## src/rtl/alu_mul_sequencer.sv

```systemverilog
// alu_mul_sequencer: shift-and-add multiply controller that borrows the shared
// EX-stage ALU (ADD) once per granted cycle to build the low WIDTH bits of a*b.
// Optional feature macro: MUL_EARLY_TERM_EN -- finish as soon as the remaining
// multiplier bits are all zero instead of always running WIDTH steps.
module alu_mul_sequencer #(
  parameter int         WIDTH   = 32,
  parameter logic [3:0] OP_ADD  = 4'b0010,
  parameter logic [3:0] OP_IDLE = 4'b0000
) (
  input  logic             clk,
  input  logic             reset,
  input  logic             start,
  input  logic [WIDTH-1:0] op_a,
  input  logic [WIDTH-1:0] op_b,
  input  logic             flush,
  output logic             busy,
  output logic             alu_req,
  input  logic             alu_grant,
  output logic [3:0]       alu_opcode,
  output logic [WIDTH-1:0] alu_a,
  output logic [WIDTH-1:0] alu_b,
  input  logic [WIDTH-1:0] alu_result,
  output logic [WIDTH-1:0] result,
  output logic             result_valid,
  input  logic             result_ready
);

  localparam int            CW         = $clog2(WIDTH + 1);
  localparam logic [CW-1:0] LAST_COUNT = CW'(WIDTH - 1);

  typedef enum logic [1:0] {IDLE, RUN, DONE} state_t;

  state_t           state_reg, state_next;
  logic [WIDTH-1:0] acc_reg;
  logic [WIDTH-1:0] a_reg;
  logic [WIDTH-1:0] b_reg;
  logic [CW-1:0]    count_reg;
  logic             last_step;

  // The current granted step is the final one.
`ifdef MUL_EARLY_TERM_EN
  assign last_step = (count_reg == LAST_COUNT) || ((b_reg >> 1) == '0);
`else
  assign last_step = (count_reg == LAST_COUNT);
`endif

  // State register.
  always_ff @(posedge clk or posedge reset) begin
    if (reset) begin
      state_reg <= IDLE;
    end else begin
      state_reg <= state_next;
    end
  end

  // Next-state logic; flush outranks grant and ready.
  always_comb begin
    state_next = state_reg;
    case (state_reg)
      IDLE: begin
        if (start && !flush) state_next = RUN;
      end
      RUN: begin
        if (flush)                      state_next = IDLE;
        else if (alu_grant && last_step) state_next = DONE;
      end
      DONE: begin
        if (flush || result_ready) state_next = IDLE;
      end
      default: state_next = IDLE;
    endcase
  end

  // Operand latch and accumulate datapath; registers hold while ungranted.
  always_ff @(posedge clk or posedge reset) begin
    if (reset) begin
      acc_reg   <= '0;
      a_reg     <= '0;
      b_reg     <= '0;
      count_reg <= '0;
    end else begin
      case (state_reg)
        IDLE: begin
          if (start && !flush) begin
            a_reg     <= op_a;
            b_reg     <= op_b;
            acc_reg   <= '0;
            count_reg <= '0;
          end
        end
        RUN: begin
          if (flush) begin
            acc_reg <= '0;
          end else if (alu_grant) begin
            acc_reg   <= alu_result;
            a_reg     <= a_reg << 1;
            b_reg     <= b_reg >> 1;
            count_reg <= count_reg + 1'b1;
          end
        end
        DONE: begin
          if (flush) acc_reg <= '0;
        end
        default: ;
      endcase
    end
  end

  // Outputs decoded from state; everything idles to zero outside RUN/DONE.
  always_comb begin
    busy         = 1'b0;
    alu_req      = 1'b0;
    alu_opcode   = OP_IDLE;
    alu_a        = '0;
    alu_b        = '0;
    result       = '0;
    result_valid = 1'b0;
    case (state_reg)
      RUN: begin
        busy       = 1'b1;
        alu_req    = 1'b1;
        alu_opcode = OP_ADD;
        alu_a      = acc_reg;
        alu_b      = b_reg[0] ? a_reg : '0;
      end
      DONE: begin
        busy         = 1'b1;
        result       = acc_reg;
        result_valid = 1'b1;
      end
      default: ;
    endcase
  end

endmodule

```

## config.mk

```make
export PLATFORM = sky130hd
export DESIGN_NAME = alu_mul_sequencer
export DESIGN_NICKNAME = d
export VERILOG_FILES = /design/src/rtl/alu_mul_sequencer.sv
export SDC_FILE = /design/constraint.sdc
export NUM_CORES = 1
export LEC_CHECK = 0
export ABC_AREA = 1
export CAP_MARGIN = 15
export CORE_MARGIN = 3
export CORE_UTILIZATION = 39
export DETAILED_ROUTE_END_ITERATION = 12
export HOLD_SLACK_MARGIN = 0.02
export PLACE_DENSITY = 0.81
export SYNTH_ARGS = -nofsm -noshare
export SYNTH_HDL_FRONTEND = slang
export SYNTH_SLANG_ARGS = --single-unit
export TNS_END_PERCENT = 1
```

## constraint.sdc

```tcl
create_clock -name clk -period 6.35 [get_ports clk]
set_clock_uncertainty 0.15 [all_clocks]
set_input_delay 1.27 -clock clk [delete_from_list [all_inputs] [get_ports clk]]
set_output_delay 1.27 -clock clk [all_outputs]
set_load 0.05 [all_outputs]
```

* After elaboration in Yosys (flattened, before gate mapping)
Index checks and enable logic that the tools add are counted.
Storage, ports and cells: bits in registers 104, bits in latches 0, RAM bits 0, bits in read-only memories 0, bits of input ports 102, output and inout bits 103, logic and storage cells 57, memories kept 0
Cells by class: add/sub/neg operators 1, $mul 0, div/mod/pow operators 0, order comparisons 0, equality and inequality tests 10, shift-type cells 0, muxes and demuxes 30, bitwise gates (word level) 0, reduce and logical (&&, ||, !) cells 11
Operators by type and width (number):
- $mux 32 | 14
- $pmux 32 s2 | 2
- $pmux 32 s3 | 1
- $mux 6 | 3
- $pmux 6 s2 | 1
- $mux 2 | 5
- $ne 2x2->1 const B | 5
- $reduce_and 4->1 | 2
- $add 6x1->6 const B | 1
- $eq 6x5->1 const B | 1
- $ne 3x3->1 const B | 2
- $pmux 2 s3 | 1
- $mux 1 | 3
- $reduce_and 3->1 | 1
- $reduce_bool 3->1 | 1
- $eq 2x1->1 const B | 1
- $eq 2x2->1 const B | 1
- $logic_and 1x1->1 | 2
- $logic_not 2->1 | 1
- $reduce_bool 2->1 | 1
- $reduce_or 2->1 | 1
- $logic_not 1->1 | 1
- $logic_or 1x1->1 | 1

* Depth between registers and ports, before layout
word-level depth 5, depth in mapped cells 12, gate-level depth less buffers 9

* Worst setup path before layout
Ideal clock, no wire load.
kind flip-flop to output port, start point reg state_reg[1], end point out alu_b[10], arrival time 2.306 ns, data required time 4.930 ns, setup slack 2.624 ns, stages on the path, launching flop included 8, path buffers 3, cell sequence dfrtp_1 inv_1 ha_1 buf_4 buf_4 nand2_1 buf_2 nor2_1
On the way: word-level cells in the longest chain between the ends 2
RTL lines:
- from (decl) | line 33 | state_t state_reg, state_next;
- from (signal assigned) | line 52 | state_reg <= state_next;
- $eq 2x1->1 | line 118 | case (state_reg)
- $mux 32 | line 118
- to (decl) | line 21 | output logic [WIDTH-1:0] alu_b,
No other way between the ends.

* Worst setup path in the final report
start point reg state_reg[1], end point out alu_b[23]
The elaborated chain is that of the path after synthesis.

==> results.json <==
{
  "status": "completed",
  "rsz0062_at_grt": "false",
  "core_area_sq_um": 14000,
  "diodes": 0,
  "ys_seq_area_share_pct": 45.9,
  "worstSkewPairLatency_ns": 0.35,
  "synthesis.area_sq_um": 5670,
  "hold_class": "flop to flop",
  "post_cts_buffers": 0,
  "syn_to_final_growth_pct": 40.4,
  "rrSetupSlack_ns": 2.89,
  "utilization_pct": 56.7,
  "relSlewSlack_pct": 26.9,
  "synth_top_cell_area_share_pct": 45.9,
  "r2r_start": "state_reg[1]",
  "slew_viol_final": 0,
  "synth.distinct_cells": 24,
  "tightestPinTransition_ns": 1.09,
  "fmax_mhz": 211,
  "start_kind": "flop",
  "postSynthAreaPerCell_sq_um": 7.89,
  "cts_tree": "built",
  "routed_wl_mm": 13.9,
  "period_share_pct": 74.5,
  "wire_per_inst_um": 12.9,
  "drc": 0,
  "syn_inst": 719,
  "synth-seq-cells": 104,
  "worstSetupPathType": "flop to output port",
  "initial_utilization_pct": 40.4,
  "cts_resized": 0,
  "vdd_drop_max_v": 0.000452,
  "grt.overflow.total": 0,
  "hold_end": "b_reg[21]",
  "fin_tns_setup_ns": 0,
  "cp_slowest_cell": "clkdlybuf4s50_1",
  "first_pass_iters": 4,
  "viasPerCell": 4.53,
  "cts_buffer_depth": 2,
  "dieArea_sq_um": 16000,
  "drv_cap": 0,
  "grt_max_degree": 72,
  "row_count": 43,
  "slowest_delay_ns": 0.85,
  "clk_pin_slew_ns": 0.07,
  "drive_gt1_share_pct": 6.69,
  "track_usage_pct": 17.4,
  "arrival_ns": 3.31,
  "r2r_cells": 11,
  "powerDensity_nw_per_um2": 422,
  "required_ns": 4.93,
  "port_buffers": 201,
  "antenna_found_initial": 0,
  "grt_pass1_wl_mm": 22.9,
  "worstHoldPathCells": 2,
  "total_leakage_power_nw": 3.90,
  "htree_levels": 3,
  "ios": 205,
  "drtIter0Drc": 317,
  "synth_largest_area_cell": "dfrtp_1",
  "dp_hpwl_mm": 9.81,
  "cts_buffers": 9,
  "finalHoldViolCount": 0,
  "die_w_um": 127,
  "fin_nets": 999,
  "cts.root.buffer_cell": "clkbuf_16",
  "setup_viol": 0,
  "fin_crit_ns": 4.73,
  "gp_congestion": 0.783,
  "endpoint_kind": "output port",
  "grt_pass1_vias": 4694,
  "num_vias": 4881,
  "synth_area_leaders": "dfrtp_1 (46%), nand2_1 (15%), mux2i_1 (8.3%), inv_1 (7.1%), o21ai_1 (5.4%)",
  "crit_chain": "inv_1, ha_4, nand2_1, nor2_1, clkdlybuf4s50_1",
  "ctsHoldBuffers": 0,
  "crit_fanout": 40,
  "chipHeight_um": 127,
  "hold_start": "b_reg[21]",
  "yosysWarnings": 0,
  "r2r-end": "b_reg[27]",
  "drtAntennaViolNets": 0,
  "clkSinkCount": 104,
  "n_fill_cell": 1296
}
area by class of cell:
cell class | count | area [sq um] | area share (%)
well taps | 180 | 225 | 2.83
clock inverters | 7 | 56.3 | 0.707
inverters | 111 | 420 | 5.28
clock buffers | 9 | 225 | 2.83
multi-input cells | 458 | 2370 | 29.8
repair buffers | 208 | 2060 | 25.9
flip-flops and latches | 104 | 2600 | 32.7
power breakdown:
group          internal [W]  switching, W  leakage [nW]
Combinational      0.000600       0.00115          2.42
Clock              0.000269      0.000252         0.136
Sequential         0.000932      0.000161          1.35
layer usage:
metal | vias to the layer above | part of all wire [%] | global-route usage (%)
met1 | 2203 | 45 | 22.6
met3 | 16 | 5.7 | 4.51
met2 | 121 | 48 | 28.7
met5 | - | 0 | 0
met4 | 0 | 1.3 | 4.86
li1 | 2541 | - | -
synthesized netlist by cell type:
library cell / n
nand2_1: 232
inv_1: 107
dfrtp_1: 104
o21ai_1: 61
mux2i_1: 47
nor2_1: 36
o21ai_2: 29
o21ai_0: 26
buf_2: 18
nand3_1: 11
buf_6: 10
clkbuf_1: 10
buf_4: 8
ha_1: 5
inv_2: 3
a21oi_1: 2
nand4_1: 2
nor2_2: 2
buf_1: 1
clkbuf_4: 1
clkinv_1: 1
conb_1: 1
o211ai_2: 1
xnor2_1: 1
layout by cell type (no fill, tap or decap):
master | netlist | routed
nand2_1 | 232 | 232
clkdlybuf4s50_1 | 0 | 201
inv_1 | 107 | 106
dfrtp_1 | 104 | 104
o21ai_1 | 61 | 61
mux2i_1 | 47 | 47
nor2_1 | 36 | 36
o21ai_2 | 29 | 29
o21ai_0 | 26 | 26
nand3_1 | 11 | 11
clkbuf_16 | 0 | 9
buf_4 | 8 | 7
ha_1 | 5 | 4
clkinv_4 | 0 | 4
conb_1 | 1 | 3
inv_2 | 3 | 2
nor2_2 | 2 | 2
clkinv_2 | 0 | 2
nand4_1 | 2 | 2
a21oi_1 | 2 | 2
xnor2_1 | 1 | 1
clkinv_1 | 1 | 1
o211ai_4 | 0 | 1
inv_4 | 0 | 1
ha_4 | 0 | 1
inv_6 | 0 | 1
clkinvlp_4 | 0 | 1
kinds of logic (layout without fill, tap and decap cells):
logic type | after synthesis | in the layout | share of synthesized area, %
flops | 104 | 104 | 45.9
other cells | 1 | 3 | 0.0661
mux | 47 | 47 | 8.29
fa+ha+maj | 5 | 5 | 1.10
simple gates | 283 | 283 | 19.1
compound gates | 119 | 119 | 12.5
xor+xnor | 1 | 1 | 0.154
buf+inv | 159 | 335 | 12.8
worst max path at each step:
stage	start	endpoint	slack, ns
6_report	state_reg[1]	alu_b[23]	1.62
4_1_cts	state_reg[1]	alu_b[28]	1.54
2_1_floorplan	reset	a_reg[0]	2.20
3_3_place_gp	state_reg[1]	alu_b[28]	1.99
3_5_place_dp	state_reg[1]	alu_b[23]	1.93
5_1_grt	state_reg[1]	alu_b[28]	1.39
worst max-delay path: cells and delay by family, from the launching register on:
kind	cells	cell delay (ns)
buffers and inverters	2	0.98
adder cells (fa/ha/maj)	1	0.47
AND/OR/NAND/NOR	2	1.10
flip-flops	1	0.40
stage by stage:
step | power (W) | instance area, sq um | setup WS (ns) | hold WS [ns] | cells
final | 0.00337 | 7970 | 1.62 | 0.332 | 1077
after global routing | 0.00365 | 7970 | 1.39 | 0.361 | 1077
after CTS | 0.00341 | 7970 | 1.54 | 0.336 | 1077
after detailed placement | 0.00287 | 7680 | 1.93 | 0.319 | 1061
after global placement | 0.00283 | 7680 | 1.99 | 0.317 | 1061
after floorplan | 0.00252 | 5680 | 2.20 | 0.299 | 721
Power figures use the tool's default switching activity.
==> edit 1 (config.mk and constraints unchanged) <==
Encoding of `state_t`: now one-hot (3 bits for 3 states).
--- a/src/rtl/alu_mul_sequencer.sv
+++ b/src/rtl/alu_mul_sequencer.sv
@@ -28,7 +28,7 @@
   localparam int            CW         = $clog2(WIDTH + 1);
   localparam logic [CW-1:0] LAST_COUNT = CW'(WIDTH - 1);
 
-  typedef enum logic [1:0] {IDLE, RUN, DONE} state_t;
+  typedef enum logic [2:0] {IDLE = 3'b001, RUN = 3'b010, DONE = 3'b100} state_t;
 
   state_t           state_reg, state_next;
   logic [WIDTH-1:0] acc_reg;
Check against the original RTL: no difference found for any inputs over 4 cycles, from zero or initial values and one cycle with reset high; so few cycles prove little.
==> edit 1 against the original RTL <==
Area after synthesis up 3.1%. Cell count rose by 17%. Total power down 8.7%. Sequential cell count up 1. Worst setup slack worse by 680 ps. Routed wire length up 13%. Critical path depth grew 1. Final area is 3.6% higher. Highest routed layer unchanged.
==> edit 1: results (changes against the original RTL) <==
stage;metric;value;unit;change
timing;headroom to the max-slew limit;0.280;;was 0.269
hold_path;Hold Crit Depth;2;;unchanged
global_route;antenna violations before repair;0;;unchanged
clocking;Clock transition at path regs;70;ps;about the same
timing;worst hold slack;323;ps;was 332 ps
global_route;first-pass GRT wire length;26100;um;was 22900 um
drt;wire length per cell;12.4;um;was 12.9 um
drt;wl on met1;7170;um;was 6230 um
worst_setup_path;R2R Path End;count_reg[5];;was b_reg[27]
cells_and_area;ratio of cells with drive above 1 in the final layout;0.0305;;was 0.0669
logic_synthesis;most frequent cells after synthesis;451 x nand2_1, 142 x nor2_1, 104 x dfrtp_1;;was 232 x nand2_1, 107 x inv_1, 104 x dfrtp_1
timing;period utilisation layout;0.852;;was 0.745
logic_synthesis;Async S/R FF share, synth;1.00;;unchanged
place;DP Wirelength;10600;um;was 9810 um
clocking;Post-CTS Setup Bufs;0;;unchanged
worst_setup_path;CP arrival;3990;ps;was 3310 ps
global_route;pin count of the biggest net entering global routing;109;;was 72
hold_path;hold crit path type;flip-flop to flip-flop;;unchanged
clocking;total CTS buffers;9;;unchanged
worst_setup_path;R2R Setup Slk;2990;ps;was 2890 ps
place;DP Worst Slack;1290;ps;was 1930 ps
worst_setup_path;R2R cell count;9;;was 11
global_route;GRT Overall Usage;0.190;;was 0.174
place;GPL Wtd Cong;0.800;;was 0.783
drt;metal3 WL;1090;um;was 797 um
place;placed instance area;7890;um^2;was 7680 um^2
clocking;clock root cell;clkbuf_16;;unchanged
status;status;finished clean;;unchanged
timing;final setup vio count;0;;unchanged
power;Leakage Power;0.00409;uW;was 0.00390 uW
drt;vias;5806;;was 4881
timing;final number of max-transition violations;0;;unchanged
clocking;CTS H-tree depth;3;;unchanged
drt;1st-iter DRT viols;323;;was 317
hold_path;hold wc startpoint;acc_reg[0];;was b_reg[21]
drt;max layer used;met4;;unchanged
clocking;Worst-Skew Late Latency;340;ps;
logic_synthesis;Synth cell types;21;;was 24
logic_synthesis;sequential share of the synthesized area;0.449;;was 0.459
cells_and_area;diode count;0;;unchanged
clocking;cts repair resizes;0;;unchanged
drt;DRT Pass-1 Iters;5;;was 4
cells_and_area;# nets final;1179;;was 999
logic_synthesis;top cells by area, synth;dfrtp_1 44%, nand2_1 29%, nor2_1 9.1%;;was dfrtp_1 46%, nand2_1 15%, mux2i_1 8.3%
worst_setup_path;Reg-to-Reg Start;state_reg[0];;was state_reg[1]
drt;met2 routed WL;7170;um;was 6660 um
worst_setup_path;CP max FO;64;;was 40
place;IO Port Bufs;201;;unchanged
drt;DRC Markers;0;;unchanged
hold_path;WHS Endpoint;acc_reg[0];;was b_reg[21]
logic_synthesis;Yosys warning count;0;;unchanged
global_route;vias in the first global route;5457;;was 4694
logic_synthesis;top_reg_cell synth;dfrtp_1;;unchanged
clocking;CTS Buffer Depth;2;;unchanged
power;VDD IR max;0.191;mV;was 0.452 mV
edit 1: cell families after synthesis:
family | Yosys count | synth area share
AOI/OAI and AO/OA | 34 | 0.0293
xor gates and xnor gates | 3 | 0.00449
adders and majority gates | 1 | 0.00214
buffers and inverters | 132 | 0.0937
DFF | 105 | 0.449
other | 1 | 0.000641
and+or+nand+nor | 636 | 0.421
edit 1: layout make-up:
class                      count  area [um^2]
fill                        1422         6340
tap                          184          230
sequential                   105         2630
inverter                      75          284
multi-input combinational    677         2690
clock buffer                  12          267
clock inverter                 4         73.8
timing repair buffer         208         2080
edit 1: critical path: stages, from the launching register on:
cell	delay, ps
dfrtp_1	420
inv_2	90
nand3b_4	500
inv_2	690
nand2_1	740
nor2_1	340
clkdlybuf4s50_1	850
edit 1: worst max path at each step:
stage | startpoint | to | cells after the start
finish | state_reg[2] | alu_b[14] | 6
CTS | state_reg[2] | alu_b[14] | 6
global placement | state_reg[2] | alu_b[21] | 6
floorplan | reset | a_reg[0] | 1
detailed placement | state_reg[2] | alu_b[14] | 6
global route | state_reg[2] | alu_b[23] | 6
edit 1: stage by stage:
stage	std cells	util	power, uW
floorplan	914	-	2100
global placement	1248	0.541	2430
detailed placement	1248	0.541	2470
CTS	1264	0.564	3090
global route	1265	0.566	3350
finish	1265	0.566	3070
edit 1: where the power goes:
group	internal (uW)	total [uW]	switching, uW
Combinational	420	1380	956
Clock	378	618	240
Sequential	935	1080	143
Total	1730	3070	1340
edit 1: layer usage:
layer,vias up,GRT usage
met3,17,0.0324
met5,-,0
met2,198,0.315
met1,2567,0.260
li1,3024,-
met4,0,0.0519
==> edit 2 (same flow settings) <==
Made on the original files. Build with the macro `MUL_EARLY_TERM_EN` defined.
--- a/src/rtl/alu_mul_sequencer.sv
+++ b/src/rtl/alu_mul_sequencer.sv
@@ -2,6 +2,8 @@
 // EX-stage ALU (ADD) once per granted cycle to build the low WIDTH bits of a*b.
 // Optional feature macro: MUL_EARLY_TERM_EN -- finish as soon as the remaining
 // multiplier bits are all zero instead of always running WIDTH steps.
+`define MUL_EARLY_TERM_EN
+
 module alu_mul_sequencer #(
   parameter int         WIDTH   = 32,
   parameter logic [3:0] OP_ADD  = 4'b0010,
Check against the original RTL: not equivalent (Yosys sat finds a counterexample within 4 cycles, from zero or initial values and one cycle with reset high).
==> edit 2 against the original RTL <==
Synthesized cell count is 10% higher. Total power is 9.9% higher. Clock power is 4% lower. Register-to-register slack worse by 80 ps. Sequential cell count stayed put. Largest cell class unchanged. Die area is 1.5% lower. Worst setup slack better by 390 ps. Routed wire length is 7.7% higher. Final area is 0.30% lower. Area after synthesis is 1.5% lower.
==> edit 2: results (changes against the original RTL) <==
stage;metric;value;unit;change
cells_and_area;ratio of cells with drive above 1 in the final layout;0.0290;;was 0.0669
logic_synthesis;Compound-Gate Fraction of Synth Area;0.117;;was 0.125
global_route;vias in the first global route;4993;;was 4694
drt;metal3 WL;1050;um;was 797 um
global_route;pin count of the biggest net entering global routing;133;;was 72
cells_and_area;Fill cells;1326;;was 1296
drt;DR vias/cell;4.79;;was 4.53
drt;wl on met1;6760;um;was 6230 um
logic_synthesis;post-synthesis mux area share;0;;was 0.0829
logic_synthesis;Adder-Cell Fraction of Synth Area;0.0112;;was 0.0110
logic_synthesis;XOR/XNOR share of the synthesized area;0.00314;;was 0.00154
drt;Routed WL;14900;um;was 13900 um
status;status;finished clean;;unchanged
worst_setup_path;CP max FO;86;;was 40
worst_setup_path;Max stage delay on crit path;800;ps;was 850 ps
place;placed instance area;7620;um^2;was 7680 um^2
cells_and_area;# nets final;1068;;was 999
drt;1st-iter DRT viols;353;;was 317
place;DP Worst Slack;2240;ps;was 1930 ps
logic_synthesis;sequential share of the synthesized area;0.466;;was 0.459
global_route;first-pass GRT wire length;24600;um;was 22900 um
place;DP Wirelength;10500;um;was 9810 um
timing;headroom to the max-slew limit;0.311;;was 0.269
worst_setup_path;Crit path max-delay family;buffers and inverters;;was simple AND/OR/NAND/NOR gates
logic_synthesis;Synth cell types;28;;was 24
## edit 2: changes by cell type after synthesis, moves of 21 or more
cell      unedited run  this run
nor2_1              36       107
o21ai_1             61         0
a31oi_1              0        49
mux2i_1             47         0
o21ai_0             26        66
o21ai_2             29         0
nand3_1             11        37
clkbuf_1            10        31
## edit 2: cells by family (layout without fill, tap and decap cells)
| family | Yosys count | count (layout) |
|---|---|---|
| compound gates | 117 | 117 |
| xor+xnor | 2 | 2 |
| fa+ha+maj | 5 | 5 |
| buf+inv | 160 | 329 |
| flops | 104 | 104 |
| other cells | 1 | 3 |
| simple gates | 404 | 404 |
## edit 2: metrics by stage
stage / power, uW / cells / hold slack [ps]
2_1_floorplan: 2640 / 795 / 328
3_3_place_gp: 3130 / 1127 / 350
3_5_place_dp: 3180 / 1127 / 370
4_1_cts: 3690 / 1141 / 386
5_1_grt: 4000 / 1144 / 411
6_report: 3700 / 1144 / 380
## edit 2: routing by layer
metal | up-vias | track usage
met3 | 29 | 0.0373
met5 | - | 0
met1 | 2473 | 0.263
met2 | 193 | 0.286
met4 | 0 | 0.0797
li1 | 2781 | -
## edit 2: report_power, final
group	switching, uW	total [uW]	internal [uW]
combinational	1370	2030	663
clock	231	503	272
sequential	206	1160	958
total	1810	3700	1890
## edit 2: worst paths after layout
kind / end / slack (ps) / depth (start not counted)
worst max-delay path: alu_a[13] / 2010 / 6
worst min-delay path: count_reg[1] / 380 / 2
worst max register to register: a_reg[0] / 2810 / 12
worst min register to register: count_reg[1] / 380 / 2
max in group asynchronous: b_reg[20] / 3720 / 3
min in group asynchronous: a_reg[31] / 1270 / 2
## edit 2: cell type report
type,count,area [um^2],area share
well taps,180,225,0.0284
inverters,106,404,0.0509
clock inverters,1,5.00,0.000630
multi-input cells,531,2340,0.294
flip-flops and latches,104,2600,0.328
clock buffers,13,250,0.0315
repair buffers,209,2120,0.267
## edit 2: worst reg2reg max path: stages, from the launching register on
cell	delay (ps)
dfrtp_1	410
inv_1	100
ha_2	210
buf_4	690
nand2_1	280
clkinv_2	410
nand2_1	120
nand2_2	110
nand2_4	100
inv_4	220
buf_16	330
nand3_1	210
o21ai_0	110
